<file path="config.mk">
export PLATFORM = sky130hd
export DESIGN_NAME = ext_pipe_flat
export DESIGN_NICKNAME = d
export VERILOG_FILES = /design/src/rtl/ext_pipe_if.sv /design/src/rtl/ext_pipe.sv /design/src/flat_wrapper.sv
export SDC_FILE = /design/constraint.sdc
export NUM_CORES = 1
export LEC_CHECK = 0
export CORE_MARGIN = 4
export CORE_UTILIZATION = 55
export CTS_BUF_LIST = sky130_fd_sc_hd__clkbuf_4
export CTS_CLUSTER_DIAMETER = 60
export DETAILED_ROUTE_END_ITERATION = 6
export HOLD_SLACK_MARGIN = 0.1
export PLACE_DENSITY = 0.95
export SLEW_MARGIN = 20
export SYNTH_ARGS = -nofsm -noshare
export SYNTH_HDL_FRONTEND = slang
export SYNTH_SLANG_ARGS = --single-unit
</file>
<file path="constraint.sdc">
create_clock -name clk -period 4.4 [get_ports clk]
set_input_delay 1.32 -clock clk [delete_from_list [all_inputs] [get_ports clk]]
set_output_delay 1.32 -clock clk [all_outputs]
set_load 0.02 [all_outputs]
</file>
<file path="src/rtl/ext_pipe_if.sv">
// Handshake bundle between the extension unit and its producer/consumer.
// Latency: none, wires only.
// Backpressure: in_ready/out_ready carry the valid-ready flow control on each side.
interface ext_pipe_if #(
   parameter int DATA_W = 32,
   parameter int IMM_W  = 16,
   parameter int TAG_W  = 5
);
   localparam int ADDR_W = $clog2(DATA_W / 8);

   logic              in_valid;
   logic              in_ready;
   logic [2:0]        in_op;
   logic [IMM_W-1:0]  in_imm;
   logic [DATA_W-1:0] in_data;
   logic [ADDR_W-1:0] in_addr;
   logic [TAG_W-1:0]  in_tag;

   logic              out_valid;
   logic              out_ready;
   logic [DATA_W-1:0] out_result;
   logic [TAG_W-1:0]  out_tag;
   logic              out_misalign;

   // Producer/consumer side of the unit.
   modport master (
      output in_valid, in_op, in_imm, in_data, in_addr, in_tag, out_ready,
      input  in_ready, out_valid, out_result, out_tag, out_misalign
   );

   // The extension unit itself.
   modport slave (
      input  in_valid, in_op, in_imm, in_data, in_addr, in_tag, out_ready,
      output in_ready, out_valid, out_result, out_tag, out_misalign
   );
endinterface

</file>
<file path="src/rtl/ext_pipe.sv">
// Immediate / load-data extension unit with one registered stage and a 2-entry skid buffer.
// Latency: 1 clk from accept to out_valid.
// Backpressure: in_ready drops only when both entries are full; it depends on state alone, never on out_ready.
module ext_pipe #(
   parameter int DATA_W = 32,
   parameter int IMM_W  = 16,
   parameter int TAG_W  = 5
) (
   input  logic     clk,
   input  logic     reset,
   input  logic     flush,
   ext_pipe_if.slave bus
);
   localparam int ADDR_W = $clog2(DATA_W / 8);

   localparam logic [2:0] OP_ZERO = 3'b000;
   localparam logic [2:0] OP_SIGN = 3'b001;
   localparam logic [2:0] OP_HIGH = 3'b010;
   localparam logic [2:0] OP_LB   = 3'b011;
   localparam logic [2:0] OP_LBU  = 3'b100;
   localparam logic [2:0] OP_LH   = 3'b101;
   localparam logic [2:0] OP_LHU  = 3'b110;
   localparam logic [2:0] OP_PASS = 3'b111;

   typedef enum logic [1:0] {EMPTY, ONE, TWO} state_t;

   typedef struct packed {
      logic [DATA_W-1:0] result;
      logic [TAG_W-1:0]  tag;
      logic              misalign;
   } item_t;

   state_t            state;
   state_t            state_nxt;
   item_t             main_q;
   item_t             skid_q;
   item_t             new_item;
   logic              accept;
   logic              fire;
   logic              load_main_new;
   logic              load_main_skid;
   logic              load_skid;
   logic [7:0]        byte_v;
   logic [15:0]       half_v;
   logic [ADDR_W-1:0] half_addr;

   // Handshakes are derived from the state register only, so in_ready has no path from out_ready.
   assign accept = bus.in_valid && (state != TWO);
   assign fire   = (state != EMPTY) && bus.out_ready;

   // Extend the incoming item; bit 0 of the offset is ignored for halfword lane selection.
   always_comb begin
      half_addr         = bus.in_addr & ~ADDR_W'(1);
      byte_v            = 8'(bus.in_data >> {bus.in_addr, 3'b000});
      half_v            = 16'(bus.in_data >> {half_addr, 3'b000});
      new_item.result   = '0;
      new_item.tag      = bus.in_tag;
      new_item.misalign = ((bus.in_op == OP_LH) || (bus.in_op == OP_LHU)) && bus.in_addr[0];
      case (bus.in_op)
         OP_ZERO: new_item.result = DATA_W'(bus.in_imm);
         OP_SIGN: new_item.result = DATA_W'($signed(bus.in_imm));
         OP_HIGH: new_item.result = DATA_W'(bus.in_imm) << (DATA_W - IMM_W);
         OP_LB:   new_item.result = DATA_W'($signed(byte_v));
         OP_LBU:  new_item.result = DATA_W'(byte_v);
         OP_LH:   new_item.result = DATA_W'($signed(half_v));
         OP_LHU:  new_item.result = DATA_W'(half_v);
         OP_PASS: new_item.result = bus.in_data;
         default: new_item.result = '0;
      endcase
   end

   // Occupancy state register; flush behaves exactly like reset.
   always_ff @(posedge clk) begin
      if (reset || flush) state <= EMPTY;
      else                state <= state_nxt;
   end

   // Occupancy transitions.
   always_comb begin
      state_nxt = state;
      case (state)
         EMPTY:   if (accept) state_nxt = ONE;
         ONE:     if (accept && !fire) state_nxt = TWO;
                  else if (!accept && fire) state_nxt = EMPTY;
         TWO:     if (fire) state_nxt = ONE;
         default: state_nxt = EMPTY;
      endcase
   end

   // Handshake outputs and buffer load enables per occupancy.
   always_comb begin
      bus.in_ready   = (state != TWO);
      bus.out_valid  = (state != EMPTY);
      load_main_new  = 1'b0;
      load_main_skid = 1'b0;
      load_skid      = 1'b0;
      case (state)
         EMPTY:   load_main_new = accept;
         ONE: begin
            load_main_new = accept && fire;
            load_skid     = accept && !fire;
         end
         TWO:     load_main_skid = fire;
         default: load_main_new = 1'b0;
      endcase
   end

   // Buffer entries; main holds still while stalled so the output stays stable.
   always_ff @(posedge clk) begin
      if (reset || flush) begin
         main_q <= '0;
         skid_q <= '0;
      end else begin
         if (load_main_new)       main_q <= new_item;
         else if (load_main_skid) main_q <= skid_q;
         if (load_skid)           skid_q <= new_item;
      end
   end

   assign bus.out_result   = main_q.result;
   assign bus.out_tag      = main_q.tag;
   assign bus.out_misalign = main_q.misalign;
endmodule
</file>
<file path="src/flat_wrapper.sv">
// flat-port wrapper written by rule: the top's interface ports become plain ports
module ext_pipe_flat 
#(
   parameter int DATA_W = 32,
   parameter int IMM_W  = 16,
   parameter int TAG_W  = 5
)
  (clk, reset, flush, bus_in_valid, bus_in_op, bus_in_imm, bus_in_data, bus_in_addr, bus_in_tag, bus_out_ready, bus_in_ready, bus_out_valid, bus_out_result, bus_out_tag, bus_out_misalign);
  ext_pipe_if #(.DATA_W(DATA_W), .IMM_W(IMM_W), .TAG_W(TAG_W)) bus_i ();
  input  logic clk;
  input  logic reset;
  input  logic flush;
  input wire logic [$bits(bus_i.in_valid)-1:0] bus_in_valid;
  input wire logic [$bits(bus_i.in_op)-1:0] bus_in_op;
  input wire logic [$bits(bus_i.in_imm)-1:0] bus_in_imm;
  input wire logic [$bits(bus_i.in_data)-1:0] bus_in_data;
  input wire logic [$bits(bus_i.in_addr)-1:0] bus_in_addr;
  input wire logic [$bits(bus_i.in_tag)-1:0] bus_in_tag;
  input wire logic [$bits(bus_i.out_ready)-1:0] bus_out_ready;
  output wire logic [$bits(bus_i.in_ready)-1:0] bus_in_ready;
  output wire logic [$bits(bus_i.out_valid)-1:0] bus_out_valid;
  output wire logic [$bits(bus_i.out_result)-1:0] bus_out_result;
  output wire logic [$bits(bus_i.out_tag)-1:0] bus_out_tag;
  output wire logic [$bits(bus_i.out_misalign)-1:0] bus_out_misalign;
  assign bus_i.in_valid = bus_in_valid;
  assign bus_i.in_op = bus_in_op;
  assign bus_i.in_imm = bus_in_imm;
  assign bus_i.in_data = bus_in_data;
  assign bus_i.in_addr = bus_in_addr;
  assign bus_i.in_tag = bus_in_tag;
  assign bus_i.out_ready = bus_out_ready;
  assign bus_in_ready = bus_i.in_ready;
  assign bus_out_valid = bus_i.out_valid;
  assign bus_out_result = bus_i.out_result;
  assign bus_out_tag = bus_i.out_tag;
  assign bus_out_misalign = bus_i.out_misalign;
  ext_pipe #(.DATA_W(DATA_W), .IMM_W(IMM_W), .TAG_W(TAG_W)) u_core (.clk(clk), .reset(reset), .flush(flush), .bus(bus_i));
endmodule
</file>
After elaboration in Yosys (flattened, before gate mapping):

Cells that the tools add are included.

* equal/unequal tests: 13
* shift-type cells: 2
* multiplexer cells: 11
* reductions and logical operators: 15

Operators with widths (count)
* $pmux 32 s8: 1
* $mux 38: 2
* $shr 32x5->16: 1
* $shr 32x5->8: 1
* $eq 3x3->1 const B: 4
* $mux 2: 4
* $eq 3x2->1 const B: 2
* $logic_and 1x1->1: 6
* $pmux 2 s3: 1
* $ne 2x1->1 const B: 2
* $reduce_bool 2->1: 2
* $eq 3x1->1 const B: 1
* $logic_not 3->1: 1
* $ne 3x1->1 const B: 1
* $reduce_and 3->1: 1
* $eq 2x1->1 const B: 1
* $eq 2x2->1 const B: 1
* $logic_not 1->1: 2
* $logic_not 2->1: 1
* $logic_or 1x1->1: 2
* $mux 1: 2
* $ne 2x2->1 const B: 1
* $pmux 1 s2: 1

* register bits: 78
* input port bits: 63
* output and inout bits: 40
* logic and storage cells: 48

Longest topological paths before layout:

* word-level depth: 7
* gate-level depth with buffers: 8
* depth with buffers taken out: 5

Least setup slack after synthesis:

Ideal clock, no wire load.

* kind: in2reg
* start point: input bus_in_addr[1]
* end point: register u_core.main_q, in the netlist u_core.bus.out_result[2]
* setup time: 130 ps
* arrival: 2663 ps
* required time: 4270 ps
* setup slack: 1606 ps
* stages on the path: 6
* buffers on the path: 1
* cells stage by stage: buf_6 -> mux4_2 -> a222oi_1 -> nor2_1 -> a221oi_1 -> a21oi_1

* word-level cells in the longest chain between the ends: 3
* elaborated cells on any way between the ends: 4
* those cells by class: 2 x shift; 2 x mux

Ends and longest elaborated chain
* from (decl): RTL line flat_wrapper.sv:17 `input wire logic [$bits(bus_i.in_addr)-1:0] bus_in_addr;`
* $shr 32x5->16 / $shr 32x5->8 (equally long branches): RTL line ext_pipe.sv:55, ext_pipe.sv:54
* $pmux 32 s8 *: RTL line ext_pipe.sv:59 `case (bus.in_op)`
* $mux 38 *: RTL line ext_pipe.sv:114 `if (load_main_new) main_q <= new_item;`
* to (signal assigned): RTL line ext_pipe.sv:114
* to (signal assigned): RTL line ext_pipe.sv:115 `else if (load_main_skid) main_q <= skid_q;`
* to (decl): RTL line ext_pipe.sv:35 `item_t main_q;`

Mark *: on every way between the ends. The rest lies on a longest branch, timed or not.
A chain may end at the register's enable or synchronous reset.

Worst setup path in the final report:

* start point: input bus_in_addr[0]
* end point: register u_core.skid_q[25] (netlist name)

* word-level cells in the longest chain between the ends: 2

Ends and longest elaborated chain
* $shr 32x5->8: RTL line ext_pipe.sv:54 `byte_v = 8'(bus.in_data >> {bus.in_addr, 3'b000});`
* $pmux 32 s8: RTL line ext_pipe.sv:59
* to (signal assigned): RTL line ext_pipe.sv:116 `if (load_skid) skid_q <= new_item;`
* to (decl): RTL line ext_pipe.sv:36 `item_t skid_q;`

No other way between the ends.

==> results_dict.tcl <==
set metrics [dict create \
    internal_power_uw 1130 \
    finalMaxSlewViolations 0 \
    startpoint_type "primary input" \
    yosysTopAreaCellShare_pct 36.6 \
    ys_types 47 \
    drtPass1Iterations 5 \
    vias_per_cell 6.50 \
    fmax_mhz 300 \
    synth.area.mux_share_pct 12.8 \
    nNetsFinal 635 \
    io_pins 103 \
    yosys.area_share.xor_xnor_pct 0.205 \
    dpl.hpwl_um 9370 \
    synthFlopType "dfxtp_1" \
    clk_latency_ns 0.43 \
    antenna_found_initial 0 \
    postCtsSetupBuffers 0 \
    gp_congestion 0.981 \
    die_area_mm2 0.00924 \
    pwr-share-comb_pct 21.9 \
    rows 31 \
    clkSinkCount 78 \
    rsz0062_at_grt "false" \
    ir_worst_vdd_uv 214 \
    worstSetupPathType "in2reg" \
    p_leak_uw 0.00201 \
    fill_cells 533 \
    switching_power_uw 463 \
    met1_length_um 5070 \
    final_common_cell "clkdlybuf4s50_1" \
    routed-wl-met3_um 1170 \
    p_seq_share_pct 46.4 \
    numCtsBuffers 9 \
    clkTransAtPathRegs_ns 0.14 \
    coreArea_mm2 0.00741 \
    diodes 0 \
    initial_core_util_pct 57.7 \
    cts_buffer_depth 2 \
    routed_wl_um 12900 \
    cts_max_level 3 \
    period_minus_slack_ns 3.33 \
    power.share.clock_pct 31.7 \
    crit_arrival_ns 3.62 \
    final_util_pct 74.4 \
    die_w_um 96.1 \
    drt_iter0_drc 400 \
    p_sw_share_pct 29.1 \
    grt_pass1_vias 4077 \
    power_uw 1590 \
    seq_area_frac_synth_pct 36.6 \
    drive_above_1_share_pct 14.0 \
    max_slew_margin_pct 41.4 \
    grt_usage_pct 28.1 \
    route.detailed.drc 0 \
    min_period_over_period_pct 75.8 \
    area_growth_syn_to_layout_pct 29.0 \
    synth_edf_count 0 \
    cts_root_buf "clkbuf_4" \
    dr.max_layer_used "met4" \
    hold_depth 2 \
    synth.area.top_cells "dfxtp_1 (37%), a21oi_1 (8.2%), o21ai_0 (6.4%), mux2_2 (4.7%), a311oi_1 (4.3%)" \
    worst_ep_required_time_ns 4.69 \
    synth_warnings 0 \
    cts_resized 0 \
    cap_violations 0 \
    tns_ns 0 \
    hold_viol 0 \
    cts_tree "done" \
    grt_max_degree 54 \
    synth_seq_cells 78 \
    avgSynthCellArea_um2 8.77 \
    synth_cells 487 \
    wl_met2_um 6340 \
    syn_nets 550 \
    worstPathMaxFanout 16 \
    final_cell_mix "clkdlybuf4s50_1 (102), dfxtp_1 (78), a21oi_1 (70)" \
    r2r_cells 5 \
    yosysTopAreaCell "dfxtp_1" \
    hold_path_class "reg2reg" \
    fin_skew_ns 0.0167 \
    status "finished clean" \
    hold_buffers 0 \
    synthSimpleGateAreaFrac_pct 11.3 \
    power_per_cell_area_mw_per_mm2 289 \
    synth_adder_area_share_pct 0.264 \
    antenna_left 0 \
    fp.dieH_um 96.1 \
    port_buffers 102 \
    syn_area_mm2 0.00427 \
    crit_path_end_kind "register" \
    tightestPinTransition_ns 0.877 \
    synth_compound_area_share_pct 33.5 \
    grt_pass1_wl_um 20200 \
    synth_top_family_by_area "compound AO/OA/AOI/OAI gates" \
    vias 4391 \
    finalSetupViolCount 0 \
    grt-ovfl-total 0 \
    wl_per_cell_um 19.2 \
    async_reset_ff_share_pct 0 \
]
worst max-delay path: stages:
cell             delay (ns)
clkdlybuf4s50_1        0.88
mux2_2                 0.41
nor2_1                 0.18
nor4_4                 0.09
nor2_2                 0.55
a21oi_1                0.18
cell families (layout without fill, tap and decap cells):
logic type / count (synthesis) / after routing
AO/OA/AOI/OAI: 211 / 211
AND/OR/NAND/NOR: 102 / 102
flip-flops: 78 / 78
buffers and inverters: 51 / 141
multiplexers: 43 / 43
adder cells (fa/ha/maj): 1 / 1
XOR/XNOR: 1 / 1
flip-flops by register name (all words and copies together), names as in the netlist:
name / count
u_core.state: 2
u_core.bus.out_tag: 5
u_core.bus.out_misalign: 1
u_core.skid_q: 38
u_core.bus.out_result: 32
stage by stage:
step | area [um2] | instances | hold slack, ns | worst slack, ns
3_3_place_gp | 5340 | 660 | 0.442 | 0.746
4_1_cts | 5510 | 676 | 0.472 | 1.10
5_1_grt | 5510 | 676 | 0.502 | 0.935
2_1_floorplan | 4270 | 487 | 0.437 | 1.61
3_5_place_dp | 5340 | 660 | 0.454 | 0.698
6_report | 5510 | 676 | 0.479 | 1.07
per-layer routing:
metal  up-vias  global-route usage (%)
li1       2031                       -
met5         -                       0
met2       280                    48.4
met4         0                    8.29
met1      2038                    34.9
met3        42                    6.33
synthesized netlist by cell type (9+ instances only):
cell type   n
o21ai_0    55
dfxtp_1    78
a311oi_1   21
a221oi_2   10
a221oi_1   12
nor2_1     26
mux2i_1    17
nand2_1    44
a211oi_1    9
a22o_1     13
clkbuf_1   31
a21oi_1    70
mux2_2     18
final timing paths:
kind / start / end / slack (ns)
min: u_core.skid_q[5] / u_core.bus.out_tag[4] / 0.48
max: bus_in_addr[0] / u_core.skid_q[25] / 1.07
max reg2reg: u_core.state[1] / u_core.bus.out_result[18] / 2.13
min reg2reg: u_core.skid_q[5] / u_core.bus.out_tag[4] / 0.48
power groups by stage:
stage,clock [uW],combinational [uW],sequential (uW)
6_report,504,349,738
5_1_grt,536,372,740
4_1_cts,502,343,738
3_5_place_dp,0,341,754
3_3_place_gp,0,336,752
2_1_floorplan,0,174,770
layout make-up:
type,count,area (um2),share of cell area (%)
inverters,5,18.8,0.341
clock inverters,6,92.6,1.68
repair buffers,120,1160,21.0
flip-flops and latches,78,1560,28.3
multi-input cells,358,2480,45.1
clock buffers,10,75.1,1.36
well taps,99,124,2.25
Note: power is estimated with default switching activity, not from simulation.
